File: src/rtl/load_store_unit.sv
// Memory-stage load/store unit: one req/gnt/rvalid bus transaction per op, with load alignment and extension.
// Build option: `MISALIGN_TRAP_EN traps misaligned H/W ops instead of issuing them to the bus.
`timescale 1ns/1ps
module load_store_unit #(
  parameter int XLEN           = 32,
  parameter int TIMEOUT_CYCLES = 255
) (
  input  logic            clk,
  input  logic            rst,
  input  logic            op_valid,
  input  logic            op_is_store,
  input  logic [2:0]      op_funct3,
  input  logic [XLEN-1:0] op_addr,
  input  logic [XLEN-1:0] op_wdata,
  output logic            lsu_busy,
  output logic            load_valid,
  output logic [XLEN-1:0] load_data,
  output logic            store_done,
  output logic            bus_err,
  output logic            misaligned_err,
  output logic            dbus_req,
  output logic            dbus_we,
  output logic [XLEN-1:0] dbus_addr,
  output logic [3:0]      dbus_be,
  output logic [XLEN-1:0] dbus_wdata,
  input  logic            dbus_gnt,
  input  logic            dbus_rvalid,
  input  logic [XLEN-1:0] dbus_rdata
);
  typedef enum logic [1:0] {IDLE, REQ, WAIT, DONE} state_t;

  // Counter only needs to reach TIMEOUT_CYCLES-1; it parks there rather than wrapping.
  localparam int CW = (TIMEOUT_CYCLES > 1) ? $clog2(TIMEOUT_CYCLES) : 1;
  localparam logic [CW-1:0] TO_LAST = CW'((TIMEOUT_CYCLES > 0) ? TIMEOUT_CYCLES - 1 : 0);

  state_t          state;
  logic [CW-1:0]   cnt;
  logic            l_store, l_b, l_h, l_sext;
  logic [1:0]      l_lane;
  logic            is_b, is_h, mis, timeout, done_ok, done_to;
  logic [3:0]      be_n;
  logic [XLEN-1:0] wdata_n, ext;
  logic [7:0]      byte_v;
  logic [15:0]     half_v;

  // Unsigned variants only exist for loads; on a store they fall through to word.
  always_comb begin
    is_b    = (op_funct3 == 3'b000) | (!op_is_store & (op_funct3 == 3'b100));
    is_h    = (op_funct3 == 3'b001) | (!op_is_store & (op_funct3 == 3'b101));
    be_n    = 4'b1111;
    wdata_n = op_wdata;
    if (is_b) begin
      be_n    = 4'b0001 << op_addr[1:0];
      wdata_n = {4{op_wdata[7:0]}};
    end else if (is_h) begin
      be_n    = op_addr[1] ? 4'b1100 : 4'b0011;
      wdata_n = {2{op_wdata[15:0]}};
    end
`ifdef MISALIGN_TRAP_EN
    mis = (is_h & op_addr[0]) | (!is_b & !is_h & (op_addr[1:0] != 2'b00));
`else
    mis = 1'b0;
`endif
  end

  always_comb begin
    byte_v = dbus_rdata[{l_lane, 3'b000} +: 8];
    half_v = dbus_rdata[{l_lane[1], 4'b0000} +: 16];
    if (l_b)      ext = {{(XLEN-8){l_sext & byte_v[7]}}, byte_v};
    else if (l_h) ext = {{(XLEN-16){l_sext & half_v[15]}}, half_v};
    else          ext = dbus_rdata;
  end

  // A response (or grant) in the timeout cycle takes priority over the error.
  assign timeout  = (TIMEOUT_CYCLES != 0) && (cnt == TO_LAST);
  assign done_ok  = (state == WAIT) & dbus_rvalid;
  assign done_to  = timeout & !done_ok & !((state == REQ) & dbus_gnt);
  assign dbus_req = (state == REQ);
  assign lsu_busy = (state == REQ) | (state == WAIT) | ((state == IDLE) & op_valid);

  always_ff @(posedge clk or posedge rst) begin
    if (rst) begin
      state          <= IDLE;
      cnt            <= '0;
      l_store        <= 1'b0;
      l_b            <= 1'b0;
      l_h            <= 1'b0;
      l_sext         <= 1'b0;
      l_lane         <= 2'b00;
      load_valid     <= 1'b0;
      load_data      <= '0;
      store_done     <= 1'b0;
      bus_err        <= 1'b0;
      misaligned_err <= 1'b0;
      dbus_we        <= 1'b0;
      dbus_addr      <= '0;
      dbus_be        <= 4'b0000;
      dbus_wdata     <= '0;
    end else begin
      load_valid     <= 1'b0;
      store_done     <= 1'b0;
      bus_err        <= 1'b0;
      misaligned_err <= 1'b0;
      case (state)
        IDLE: if (op_valid) begin
          cnt     <= '0;
          l_store <= op_is_store;
          l_b     <= is_b;
          l_h     <= is_h;
          l_sext  <= !op_funct3[2];
          l_lane  <= op_addr[1:0];
          if (mis) begin
            state          <= DONE;
            misaligned_err <= 1'b1;
            if (op_is_store) store_done <= 1'b1;
            else begin
              load_valid <= 1'b1;
              load_data  <= '0;
            end
          end else begin
            state      <= REQ;
            dbus_we    <= op_is_store;
            dbus_addr  <= {op_addr[XLEN-1:2], 2'b00};
            dbus_be    <= be_n;
            dbus_wdata <= wdata_n;
          end
        end
        REQ, WAIT: begin
          if (cnt != TO_LAST) cnt <= cnt + 1'b1;
          if (done_ok | done_to) begin
            state   <= DONE;
            bus_err <= done_to;
            if (l_store) store_done <= 1'b1;
            else begin
              load_valid <= 1'b1;
              load_data  <= done_ok ? ext : '0;
            end
          end else if ((state == REQ) && dbus_gnt) begin
            state <= WAIT;
          end
        end
        default: state <= IDLE;
      endcase
    end
  end
endmodule

File: config.mk
export PLATFORM = sky130hd
export DESIGN_NAME = load_store_unit
export DESIGN_NICKNAME = d
export VERILOG_FILES = /design/src/rtl/load_store_unit.sv
export SDC_FILE = /design/constraint.sdc
export NUM_CORES = 1
export LEC_CHECK = 0
export CAP_MARGIN = 10
export CORE_ASPECT_RATIO = 1.1
export CORE_UTILIZATION = 40
export DETAILED_ROUTE_END_ITERATION = 12
export PLACE_DENSITY = 0.74
export SYNTH_ARGS = -nofsm -noshare
export SYNTH_HDL_FRONTEND = slang
export SYNTH_SLANG_ARGS = --single-unit
File: constraint.sdc
create_clock -name clk -period 10 [get_ports clk]
set_input_delay 2 -clock clk [delete_from_list [all_inputs] [get_ports clk]]
set_output_delay 2 -clock clk [all_outputs]
set_load 0.01 [all_outputs]
==> results.py <==
metrics = {
    "outcome": {
        "status": "finished, final reports clean",
    },
    "logic_synthesis": {
        "synth_top_family_by_area": "multiplexers",
        "synth.distinct_cells": 42,
        "syn-cell-area_mm2": 0.00559,
        "synth-seq-cells": 117,
        "yosysSeqAreaShare": 0.524,
        "syn_inst": 501,
        "synth_ff_type": "dfrtp_1",
        "synth-xor-area-share": 0.00157,
        "synth-edff-count": 0,
        "synth-compound-area-share": 0.152,
        "async_flop_share": 1.00,
        "yosysTopAreaCell": "dfrtp_1",
        "yosys-top-cells-area": "dfrtp_1 52%, mux2_2 8.7%, mux2i_1 6.3%",
        "muxShareOfSynthArea": 0.180,
        "yosys.area_share.adder": 0.0134,
        "synth_top_cell_area_share": 0.524,
        "yosysWarnings": 0,
        "syn_area_per_cell_um2": 11.2,
        "yosys.area_share.simple": 0.0882,
    },
    "cells_and_area": {
        "syn_to_final_growth_pct": 50.6,
        "antenna_cells": 0,
        "final_nets": 806,
        "fillCellCount": 1108,
        "drive_gt1_frac": 0.126,
        "final-seq-area_mm2": 0.00293,
        "layout_common_cells": "208 x clkdlybuf4s50_1, 117 x dfrtp_1, 65 x nand2_1, 65 x o21ai_0, 43 x mux2_2",
        "multi_input_area_mm2": 0.00245,
        "final_common_cell": "clkdlybuf4s50_1",
    },
    "sta": {
        "setup_viol": 0,
        "setup_tns_ns": 0,
        "finClkSkew_ns": 0.00773,
        "worstMarginPinSlew_ns": 1.17,
        "rsz0062_at_grt": "false",
        "worst_slack_ns": 4.15,
        "finalHoldViolCount": 0,
        "max_freq_mhz": 171,
        "slew_viol_final": 0,
        "fin_crit_ns": 5.85,
        "slew_headroom": 0.222,
        "period_share": 0.585,
    },
    "worst_setup_path": {
        "cp_cell_sequence": "clkdlybuf4s50_1 -> nand2_2 -> nand2_1 -> clkdlybuf4s50_1",
        "slowest_stage": "clkdlybuf4s50_1",
        "critical_path_class": "primary input to primary output",
        "worstRegToRegCells": 6,
        "r2r_slack_ns": 6.87,
        "critPathMostFrequentCell": "clkdlybuf4s50_1",
        "cp_max_fo": 63,
        "path_depth": 4,
        "worstPathArrival_ns": 3.85,
        "cp_top_family": "buffers and inverters",
        "worstSetupStartpoint": "op_valid",
        "r2r_start": "state[0]$_DFFE_PP0P_",
        "critical_path.max_stage_delay_ns": 0.56,
        "path_buf_inv": 2,
        "worstReg2RegEnd": "load_data[7]$_DFFE_PP0P_",
        "endpoint": "lsu_busy",
        "critPathCaptureType": "primary output",
        "cp-start-kind": "primary input",
        "cp_data_required_time_ns": 8.00,
    },
    "placement": {
        "io_buffers": 208,
        "gp_congestion": 0.829,
        "dp_slack_ns": 4.11,
        "hpwl_um": 10900,
    },
    "clock_tree": {
        "tritoncts": "built",
        "worstSkewPairLatency_ns": 0.41,
        "cts_root_buffer": "clkbuf_16",
        "cts.repair.resized": 0,
        "path_clk_slew_ns": 0.05,
        "cts_made_buffers": 17,
        "cts_setup_buffers": 0,
        "cts.sink_count": 117,
        "ctsLongestPathBuffers": 2,
        "hold_buffers": 0,
        "cts-htree-levels": 4,
    },
    "die": {
        "chipHeight_um": 126,
        "start_util": 0.416,
        "die_area_mm2": 0.0144,
        "core-area_mm2": 0.0134,
        "io_pins": 212,
        "die_w_um": 115,
        "row_count": 44,
    },
    "global_route": {
        "grt_pass1_wl_um": 24100,
        "grt_overflow": 0,
        "grt_max_degree": 71,
        "first_global_vias": 4696,
        "grt_antenna_before_repair": 0,
        "track_usage": 0.221,
    },
    "worst_hold_path": {
        "worstHoldPathType": "flop to flop",
    },
    "drt": {
        "vias_per_cell": 5.27,
        "detail_route.iter0.violations": 219,
        "wl_um": 15500,
        "wire_per_inst_um": 17.3,
        "drtAntennaViolNets": 0,
        "first_pass_iters": 5,
        "via_count": 4692,
        "drc": 0,
    },
    "run": {
        "maxCapViolations": 0,
    },
    "power_and_ir_drop": {
        "power_density_mw_per_mm2": 312,
        "total_power_mw": 2.62,
        "p_leak_nw": 3.63,
        "vdd_drop_max_mv": 0.211,
    },
}
## worst min-delay path, delay by kind of cell, from the launching register on
| family | cells | cell delay [ns] |
|---|---|---|
| AO/OA/AOI/OAI | 1 | 0.06 |
| AND/OR/NAND/NOR | 1 | 0.05 |
| flip-flops | 1 | 0.34 |
## worst min path at each step
stage | start | endpoint | cells after the start
2_1_floorplan | cnt[5]$_DFFE_PP0P_ | cnt[5]$_DFFE_PP0P_ | 1
3_3_place_gp | dbus_wdata[13]$_DFFE_PP0P_ | dbus_wdata[13]$_DFFE_PP0P_ | 2
3_5_place_dp | dbus_wdata[20]$_DFFE_PP0P_ | dbus_wdata[20]$_DFFE_PP0P_ | 2
4_1_cts | dbus_wdata[20]$_DFFE_PP0P_ | dbus_wdata[20]$_DFFE_PP0P_ | 2
5_1_grt | dbus_wdata[20]$_DFFE_PP0P_ | dbus_wdata[20]$_DFFE_PP0P_ | 2
6_report | dbus_wdata[20]$_DFFE_PP0P_ | dbus_wdata[20]$_DFFE_PP0P_ | 2
## routing by layer
layer / part of all wire / GRT usage / vias up
li1: - / - / 2188
met1: 0.39 / 0.254 / 2280
met2: 0.50 / 0.363 / 202
met3: 0.096 / 0.0914 / 22
met4: 0.014 / 0.0886 / 0
met5: 0 / 0 / -
## power by group
| part | leakage, nW | internal (mW) | switching (mW) |
|---|---|---|---|
| sequential | 1.45 | 0.686 | 0.162 |
| combinational | 1.85 | 0.612 | 0.474 |
| clock | 0.333 | 0.484 | 0.207 |
## synth_stat cells, types with 9 or more instances
master / number
dfrtp_1: 117
o21ai_0: 65
nor2_1: 12
mux2i_1: 35
a21oi_1: 11
nand2_1: 66
inv_1: 9
clkbuf_1: 19
o31ai_1: 10
a22o_1: 22
mux2_2: 43
and3_1: 11
## area by class of cell
class                   instances  area share
flip-flops and latches        117       0.348
multi-input cells             339       0.291
repair buffers                210       0.249
clock buffers                  21      0.0559
well taps                     184      0.0274
clock inverters                10      0.0238
inverters                      10     0.00476
## cells by family after synthesis
logic type	Yosys count
compound gates	133
xor+xnor	1
fa+ha+maj	6
buf+inv	47
flops	117
mux	86
other cells	1
simple gates	110
## sequential cells by signal, indices dropped and copies added (netlist names), 2 cells and up
| name | count |
|---|---|
| dbus_wdata | 32 |
| load_data | 32 |
| dbus_addr | 30 |
| cnt | 8 |
| dbus_be | 4 |
| l_lane | 2 |
| state | 2 |
## metrics by stage
step / hold WS, ns / area [um2] / util / cells
floorplan: 0.460 / 5600 / - / 503
global placement: 0.464 / 7740 / 0.576 / 860
detailed placement: 0.476 / 7740 / 0.576 / 860
CTS: 0.487 / 8410 / 0.626 / 891
global route: 0.507 / 8410 / 0.626 / 891
finish: 0.484 / 8410 / 0.626 / 891
Power figures use the tool's default switching activity.
